## src/rtl/dds_param_scheduler.sv

```systemverilog
// Timed parameter source for the DDS phase MAC: free-running timestamp plus a FIFO of
// profile commands, each applied on the cycle the timestamp reaches its target time.
module dds_param_scheduler #(
    parameter int DEPTH = 8,
    parameter int TS_W  = 48
) (
    input  logic                       clk,
    input  logic                       resetn,
    input  logic                       cmd_valid,
    output logic                       cmd_ready,
    input  logic [TS_W-1:0]            cmd_time,
    input  logic [TS_W-1:0]            cmd_freq,
    input  logic [13:0]                cmd_phase,
    input  logic                       cmd_reset_phase,
    input  logic                       flush,
    input  logic                       ts_load,
    input  logic [TS_W-1:0]            ts_load_value,
    output logic [TS_W-1:0]            timestamp,
    output logic [TS_W-1:0]            freq,
    output logic [TS_W-1:0]            timeoffset,
    output logic [13:0]                phase,
    output logic                       applied,
    output logic                       late,
    output logic [$clog2(DEPTH):0]     level
);

    localparam int AW = $clog2(DEPTH);
    localparam int LW = AW + 1;

    logic [TS_W-1:0] time_mem_r  [0:DEPTH-1];
    logic [TS_W-1:0] freq_mem_r  [0:DEPTH-1];
    logic [13:0]     phase_mem_r [0:DEPTH-1];
    logic            rp_mem_r    [0:DEPTH-1];

    logic [AW-1:0]   wr_ptr_r;
    logic [AW-1:0]   rd_ptr_r;
    logic [LW-1:0]   count_r;

    logic [TS_W-1:0] ts_next_s;
    logic [TS_W-1:0] head_time_s;
    logic            head_valid_s;
    logic            full_s;
    logic            apply_s;
    logic            past_s;
    logic            push_s;

    // Next timestamp, head compare and push/pop qualification.
    always_comb begin
        ts_next_s    = ts_load ? ts_load_value : (timestamp + TS_W'(1));
        head_time_s  = time_mem_r[rd_ptr_r];
        head_valid_s = (count_r != LW'(0));
        full_s       = (count_r == LW'(DEPTH));
        // Unsigned compare with no wrap handling: anything at or behind ts_next is due.
        apply_s      = head_valid_s && (head_time_s <= ts_next_s);
        past_s       = head_valid_s && (head_time_s <  ts_next_s);
        push_s       = cmd_valid && !full_s && !flush;
    end

    assign cmd_ready = !full_s;
    assign level     = count_r;

    // Command storage; contents are don't-care while not counted as queued.
    always_ff @(posedge clk) begin
        if (push_s) begin
            time_mem_r[wr_ptr_r]  <= cmd_time;
            freq_mem_r[wr_ptr_r]  <= cmd_freq;
            phase_mem_r[wr_ptr_r] <= cmd_phase;
            rp_mem_r[wr_ptr_r]    <= cmd_reset_phase;
        end
    end

    // FIFO pointers and occupancy; flush empties the queue but never blocks an apply.
    always_ff @(posedge clk) begin
        if (!resetn) begin
            wr_ptr_r <= AW'(0);
            rd_ptr_r <= AW'(0);
            count_r  <= LW'(0);
        end else if (flush) begin
            wr_ptr_r <= AW'(0);
            rd_ptr_r <= AW'(0);
            count_r  <= LW'(0);
        end else begin
            if (push_s) begin
                wr_ptr_r <= wr_ptr_r + AW'(1);
            end
            if (apply_s) begin
                rd_ptr_r <= rd_ptr_r + AW'(1);
            end
            case ({push_s, apply_s})
                2'b10:   count_r <= count_r + LW'(1);
                2'b01:   count_r <= count_r - LW'(1);
                default: count_r <= count_r;
            endcase
        end
    end

    // Timestamp and MAC parameters update on the same edge so they stay aligned.
    always_ff @(posedge clk) begin
        if (!resetn) begin
            timestamp  <= TS_W'(0);
            freq       <= TS_W'(0);
            timeoffset <= TS_W'(0);
            phase      <= 14'd0;
            applied    <= 1'b0;
            late       <= 1'b0;
        end else begin
            timestamp <= ts_next_s;
            applied   <= apply_s;
            late      <= past_s;
            if (apply_s) begin
                freq  <= freq_mem_r[rd_ptr_r];
                phase <= phase_mem_r[rd_ptr_r];
                // Offset chosen so timestamp + timeoffset is zero on the apply cycle.
                if (rp_mem_r[rd_ptr_r]) begin
                    timeoffset <= TS_W'(0) - ts_next_s;
                end
            end
        end
    end

endmodule
```

## config.mk

```make
export PLATFORM = sky130hd
export DESIGN_NAME = dds_param_scheduler
export DESIGN_NICKNAME = d
export VERILOG_FILES = /design/src/rtl/dds_param_scheduler.sv
export SDC_FILE = /design/constraint.sdc
export NUM_CORES = 1
export LEC_CHECK = 0
export ABC_CLOCK_PERIOD_IN_PS = 21500
export CORE_AREA = 3 3 384 386
export CTS_CLUSTER_SIZE = 24
export DETAILED_ROUTE_END_ITERATION = 8
export DIE_AREA = 0 0 387 389
export PLACE_DENSITY_LB_ADDON = 0.25
export SLEW_MARGIN = 20
export SYNTH_ARGS = -nofsm -noshare
export SYNTH_HDL_FRONTEND = slang
export SYNTH_SLANG_ARGS = --single-unit
```

## constraint.sdc

```tcl
create_clock -name clk -period 21.5 [get_ports clk]
set_input_delay 6.45 -clock clk [delete_from_list [all_inputs] [get_ports clk]]
set_output_delay 6.45 -clock clk [all_outputs]
set_load 0.01 [all_outputs]
```

; After elaboration in Yosys (flattened, before gate mapping)
; Memory sizes are Yosys's and may differ from the RTL's. A register that Yosys moved wholly into a read port is not among the register bits.
; Index checks and enable logic that the tools add are counted.
[word_totals]
ff_bits = 108
mem_bits_rw = 888
inputBits = 164
out_inout_bits = 165
word_cells = 43
n_memories = 4
[mem_list]
columns = name, depth, word_bits, rd, rd_clocked_by_memory_dff, write_ports, line
row1 = freq_mem_r, 8, 48, 1, 1, 1, 31  ; logic [TS_W-1:0] freq_mem_r [0:DEPTH-1];
row2 = time_mem_r, 8, 48, 1, 1, 1, 30  ; logic [TS_W-1:0] time_mem_r [0:DEPTH-1];
row3 = phase_mem_r, 8, 14, 1, 1, 1, 32  ; logic [13:0] phase_mem_r [0:DEPTH-1];
row4 = rp_mem_r, 8, 1, 1, 1, 1, 33  ; logic rp_mem_r [0:DEPTH-1];
[classes]
n_addsub = 6
n_lt_le_gt_ge = 2
n_eq_ne = 3
n_mux = 8
bitwise = 1
reduce_logical = 12
[op_table]
columns = operator, count
row1 = $add 48x1->48 const B, 1
row2 = $le 48x48->1, 1
row3 = $lt 48x48->1, 1
row4 = $mux 48, 1
row5 = $sub 1x48->48 const A, 1
row6 = $mux 3, 4
row7 = $pmux 4 s2, 1
row8 = $add 3x1->3 const B, 2
row9 = $add 4x1->4 const B, 1
row10 = $eq 4x4->1 const B, 1
row11 = $logic_and 1x1->1, 4
row12 = $logic_not 1->1, 4
row13 = $reduce_bool 4->1, 1
row14 = $sub 4x1->4 const B, 1
row15 = $eq 2x1->1 const B, 1
row16 = $eq 2x2->1 const B, 1
row17 = $mux 1, 2
row18 = $reduce_and 2->1, 1
row19 = $reduce_bool 2->1, 1
row20 = $reduce_or 2->1, 1
row21 = $not 1->1, 1

; Logic depth before layout (Yosys ltp)
[logic_depth]
depth_word = 6
ltp_mapped = 25
mapped_depth_nobuf = 23

; Worst setup path after synthesis
; Ideal clock, no wire load.
[synth_timing]
path_type = input to register
start = input cmd_valid
end = memory freq_mem_r[0][0], enable pin
setup_time_ps = 717
arrival_time_ps = 14399
t_required_ps = 20783
path_slack_ps = 6384
stages = 3
path_buffers = 0
path_cell_list = nand2_1 -> or3_1 -> nor3_1
[synth_via]
elab_chain_cells = 4
[synth_lines]
columns = element, line
row1 = start: declaration, 9  ; input logic cmd_valid,
row2 = $logic_and 1x1->1 (2 in a row), 56  ; push_s = cmd_valid && !full_s && !flush;
row3 = $mux 1, 64  ; if (push_s) begin
row4 = $mux 1 (not written as such), 66  ; freq_mem_r[wr_ptr_r] <= cmd_freq;
row5 = end: declaration, 31
; Every way passes these cells.

; Worst setup path in the final report
[layout_timing]
start = input ts_load
end = register count_r[3], in the netlist level[3]
[layout_via]
elab_chain_cells = 5
word_cells_on_any_way = 7
classes_between = order compare (1) / eq/ne (2) / mux (2) / reduce/logical (2)
[layout_lines]
columns = element, line
row1 = start: declaration, 16  ; input logic ts_load,
row2 = $mux 48 *, 49  ; ts_next_s = ts_load ? ts_load_value : (timestamp + TS_W'(1));
row3 = $le 48x48->1 *, 54  ; apply_s = head_valid_s && (head_time_s <= ts_next_s);
row4 = $logic_and 1x1->1 *, 54
row5 = $eq 2x1->1 or $eq 2x2->1 (tied branches), 89  ; case ({push_s, apply_s})
row6 = $pmux 4 s2 or $reduce_bool 2->1 (tied branches), n/a
row7 = end signal: assignment, 90  ; 2'b10: count_r <= count_r + LW'(1);
row8 = end signal: assignment, 91  ; 2'b01: count_r <= count_r - LW'(1);
row9 = end signal: assignment, 92  ; default: count_r <= count_r;
row10 = end: declaration, 37  ; logic [LW-1:0] count_r;
; Every way passes the cells marked *; elsewhere a longest branch is shown, timed or not.
; A chain may end at the register's enable or synchronous reset.

==> impl_metrics.tcl <==
set metrics [dict create \
    grt_overflow 0 \
    antenna_found_initial 21 \
    max_freq_ghz 0.0875 \
    dieWidth_um 387 \
    hold_slack_ps 491 \
    busiest_layer "met2" \
    cellPowerDensity_mw_per_mm2 86.3 \
    fp.dieH_um 389 \
    met3_usage_pct 4.00 \
    max-clock-path-buffers 3 \
    crit_required_ps 22140 \
    relSlewSlack_pct 24.0 \
    synth_fp_nets 2685 \
    leakagePower_nw 16.9 \
    ir_drop_mv 0.0708 \
    grt_max_degree 90 \
    cp_cell_sequence "buf_2 > inv_2 > a31oi_1 > o21ai_0 > nor3_1 > ha_1 > nand4_1 > or4_1 > a2111oi_0 > o32a_1 > o211a_2 > o21a_2 > nor2_4 > ha_1 > ha_1 > a21o_1 > a21oi_1 > xnor2_1 > or3_1 > a21oi_1" \
    synth_edf_count 888 \
    drive_above_1_share_pct 18.1 \
    num_vias 24082 \
    finalCriticalPeriod_ps 11430 \
    end_kind "register" \
    syn_inst 2467 \
    finalCritPeriodShare_pct 53.2 \
    met1_usage_pct 20.7 \
    finalSetupTns_ps 0 \
    synthArstFlopShare_pct 0 \
    power.share.clock_pct 43.1 \
    first_pass_iters 7 \
    cts_buffers 117 \
    critical_path_class "input pin to register" \
    yosys.cell_types.count 82 \
    dp_cells 4606 \
    start_util_pct 30.0 \
    finalWeightedCongestion 0.844 \
    avgRoutedWirePerCell_um 23.9 \
    synth_top_area_share_pct 61.9 \
    ff_latch_area_mm2 0.0301 \
    rows 139 \
    syn_area_mm2 0.0431 \
    p_comb_share_pct 6.4 \
    synth_ff_type "edfxtp_1" \
    slowest_delay_ps 600 \
    worst_path_most_repeated_cell "ha_1" \
    hold_viol_final 0 \
    via_per_inst 4.99 \
    drc 0 \
    root_buffer "clkbuf_16" \
    routed_wl_um 115000 \
    setup_violations 0 \
    nets 3040 \
    critPathMaxFanout 25 \
    status "completed" \
    grt_pass1_vias 24500 \
    ys_seq_elements 1061 \
    yosysTopAreaCell "edfxtp_1" \
    reg2reg_slack_ps 14540 \
    clk_pin_slew_ps 60 \
    rsz0062_at_grt "false" \
    cts_setup_buffers 0 \
    utilization_pct 36.5 \
    tightest_slew_ps 1140 \
    area_growth_pct 21.6 \
    ys_seq_area_share_pct 69.9 \
    multi_input_area_mm2 0.0124 \
    power_mw 4.53 \
    die_area_mm2 0.151 \
    cts_tree "built" \
    drt_first_iter_violations 1825 \
    cap_violations 0 \
    grtUsageTotal_pct 15.1 \
    io_pins 329 \
    slew_violations 0 \
    insertion_delay_ps 720 \
    final_antenna_net_count 0 \
    p_sw_uw 1000 \
    hpwl_um 69000 \
    p_int_mw 3.53 \
    synth_area_leaders "edfxtp_1 62%, mux4_2 12%, dfxtp_1 8.0%" \
    layoutNonFillerInstCount 4827 \
    core_mm2 0.144 \
    p_seq_share_pct 50.5 \
    hp-class "register to register" \
    cp.arrival_ps 12070 \
    io_buffer_count 328 \
    switching_share_pct 22.1 \
    start_kind "input pin" \
    slowest_stage "nor3_1" \
    num-fill-cells 13484 \
    post_cts_resized 0 \
    ys_warn_count 0 \
    grt_pass1_wl_um 170000 \
    cts_htree_levels 3 \
    synth.avg_cell_area_um2 17.5 \
    cts_hold_buf 0 \
    grt_use_met2_pct 24.1 \
    finalClockSkew_ps 24.1 \
    cts_sinks 1061 \
]
==> Yosys cell counts (all sizes together) (5+ instances only) <==
master   count
dfxtp      173
nand3      102
buf         48
or3         10
or4         14
nor2b        7
nand2       75
clkbuf      92
a21o         8
inv         28
o21a         8
a211oi      10
nor3        29
a21oi       37
mux4       222
and2        12
edfxtp     888
mux2        47
o31ai       17
xnor2       27
mux2i       94
nor4b        5
nand2b      24
o21ai       25
a31oi       10
o211a       65
xor2        17
and3        18
o22ai       11
nor2       121
ha          53
o31a        11
and4        14
o2111ai      7
nand4       54
nor4        33
==> critical path, delay by kind of cell <==
family / cells / cell delay [ps]
compound gates: 9 / 2260
buf+inv: 2 / 820
fa+ha+maj: 3 / 780
simple gates: 5 / 1640
xor+xnor: 1 / 80
==> registers in the layout, indices dropped and copies added (netlist names), named ones only <==
register,count
timestamp,48
rd_ptr_r,3
applied,1
freq_mem_r,384
wr_ptr_r,3
phase,14
level,4
rp_mem_r,8
time_mem_r,384
late,1
freq,48
phase_mem_r,112
timeoffset,48
==> layout make-up <==
class | instances | area share, %
antenna | 10 | 0.0477
tap | 1903 | 4.54
clock inverter | 53 | 0.995
timing repair buffer | 376 | 6.96
inverter | 30 | 0.215
multi-input combinational | 1236 | 23.6
clock buffer | 158 | 6.11
sequential | 1061 | 57.5
==> power by group through the flow <==
stage / combinational [mW] / sequential (mW) / clock, mW
3_5_place_dp: 0.290 / 2.33 / 0
6_report: 0.287 / 2.29 / 1.95
5_1_grt: 0.314 / 2.29 / 2.09
2_1_floorplan: 0.138 / 2.33 / 0
4_1_cts: 0.292 / 2.29 / 2.02
3_3_place_gp: 0.290 / 2.33 / 0
==> kinds of logic after synthesis <==
logic type / share of synthesized area [%]
AND/OR/NAND/NOR: 6.52
AO/OA/AOI/OAI: 4.51
XOR/XNOR: 0.894
multiplexers: 15.0
buffers and inverters: 1.57
adder cells (fa/ha/maj): 1.61
flip-flops: 69.9
==> worst paths after layout <==
check,start,end,depth (start not counted)
hold reg to reg,timeoffset[37]$_SDFFE_PN0P_,timeoffset[37]$_SDFFE_PN0P_,2
hold / removal,timeoffset[37]$_SDFFE_PN0P_,timeoffset[37]$_SDFFE_PN0P_,2
setup reg to reg,timestamp[11]$_SDFF_PN0_,level[3]$_SDFFE_PP0P_,20
setup / recovery,ts_load,level[3]$_SDFFE_PP0P_,20
==> cells in the final DEF, fill, tap and decap left out, types with 11 or more instances in the layout <==
cell               n
a21oi_1           37
and2_1            12
and3_1            18
and4_1            14
buf_4             48
clkbuf_1          32
clkbuf_16        120
clkdlybuf4s50_1  326
clkinv_1          15
clkinv_2          14
dfxtp_1          167
edfxtp_1         888
ha_1              53
inv_1             27
mux2_2            47
mux2i_1           94
mux4_2           222
nand2_1           75
nand2b_1          23
nand3_1          101
nand4_1           52
nor2_1           114
nor3_1            26
nor4_1            30
o211a_1           64
o21ai_0           19
o22ai_1           11
o31a_1            11
or4_1             14
xnor2_1           27
xor2_1            17
==> per-stage QoR <==
step,worst slack (ps),area [um^2]
2_1_floorplan,6380,43100
3_3_place_gp,9470,48700
3_5_place_dp,9390,48700
4_1_cts,10200,52400
5_1_grt,9650,52400
6_report,10070,52400
==> metal layers <==
layer / up-vias / part of all wire [%]
met2: 763 / 47
met3: 167 / 6.8
met1: 12370 / 45
li1: 10772 / -
met5: - / 0.059
met4: 10 / 1.8
(Power assumes the default switching activity.)
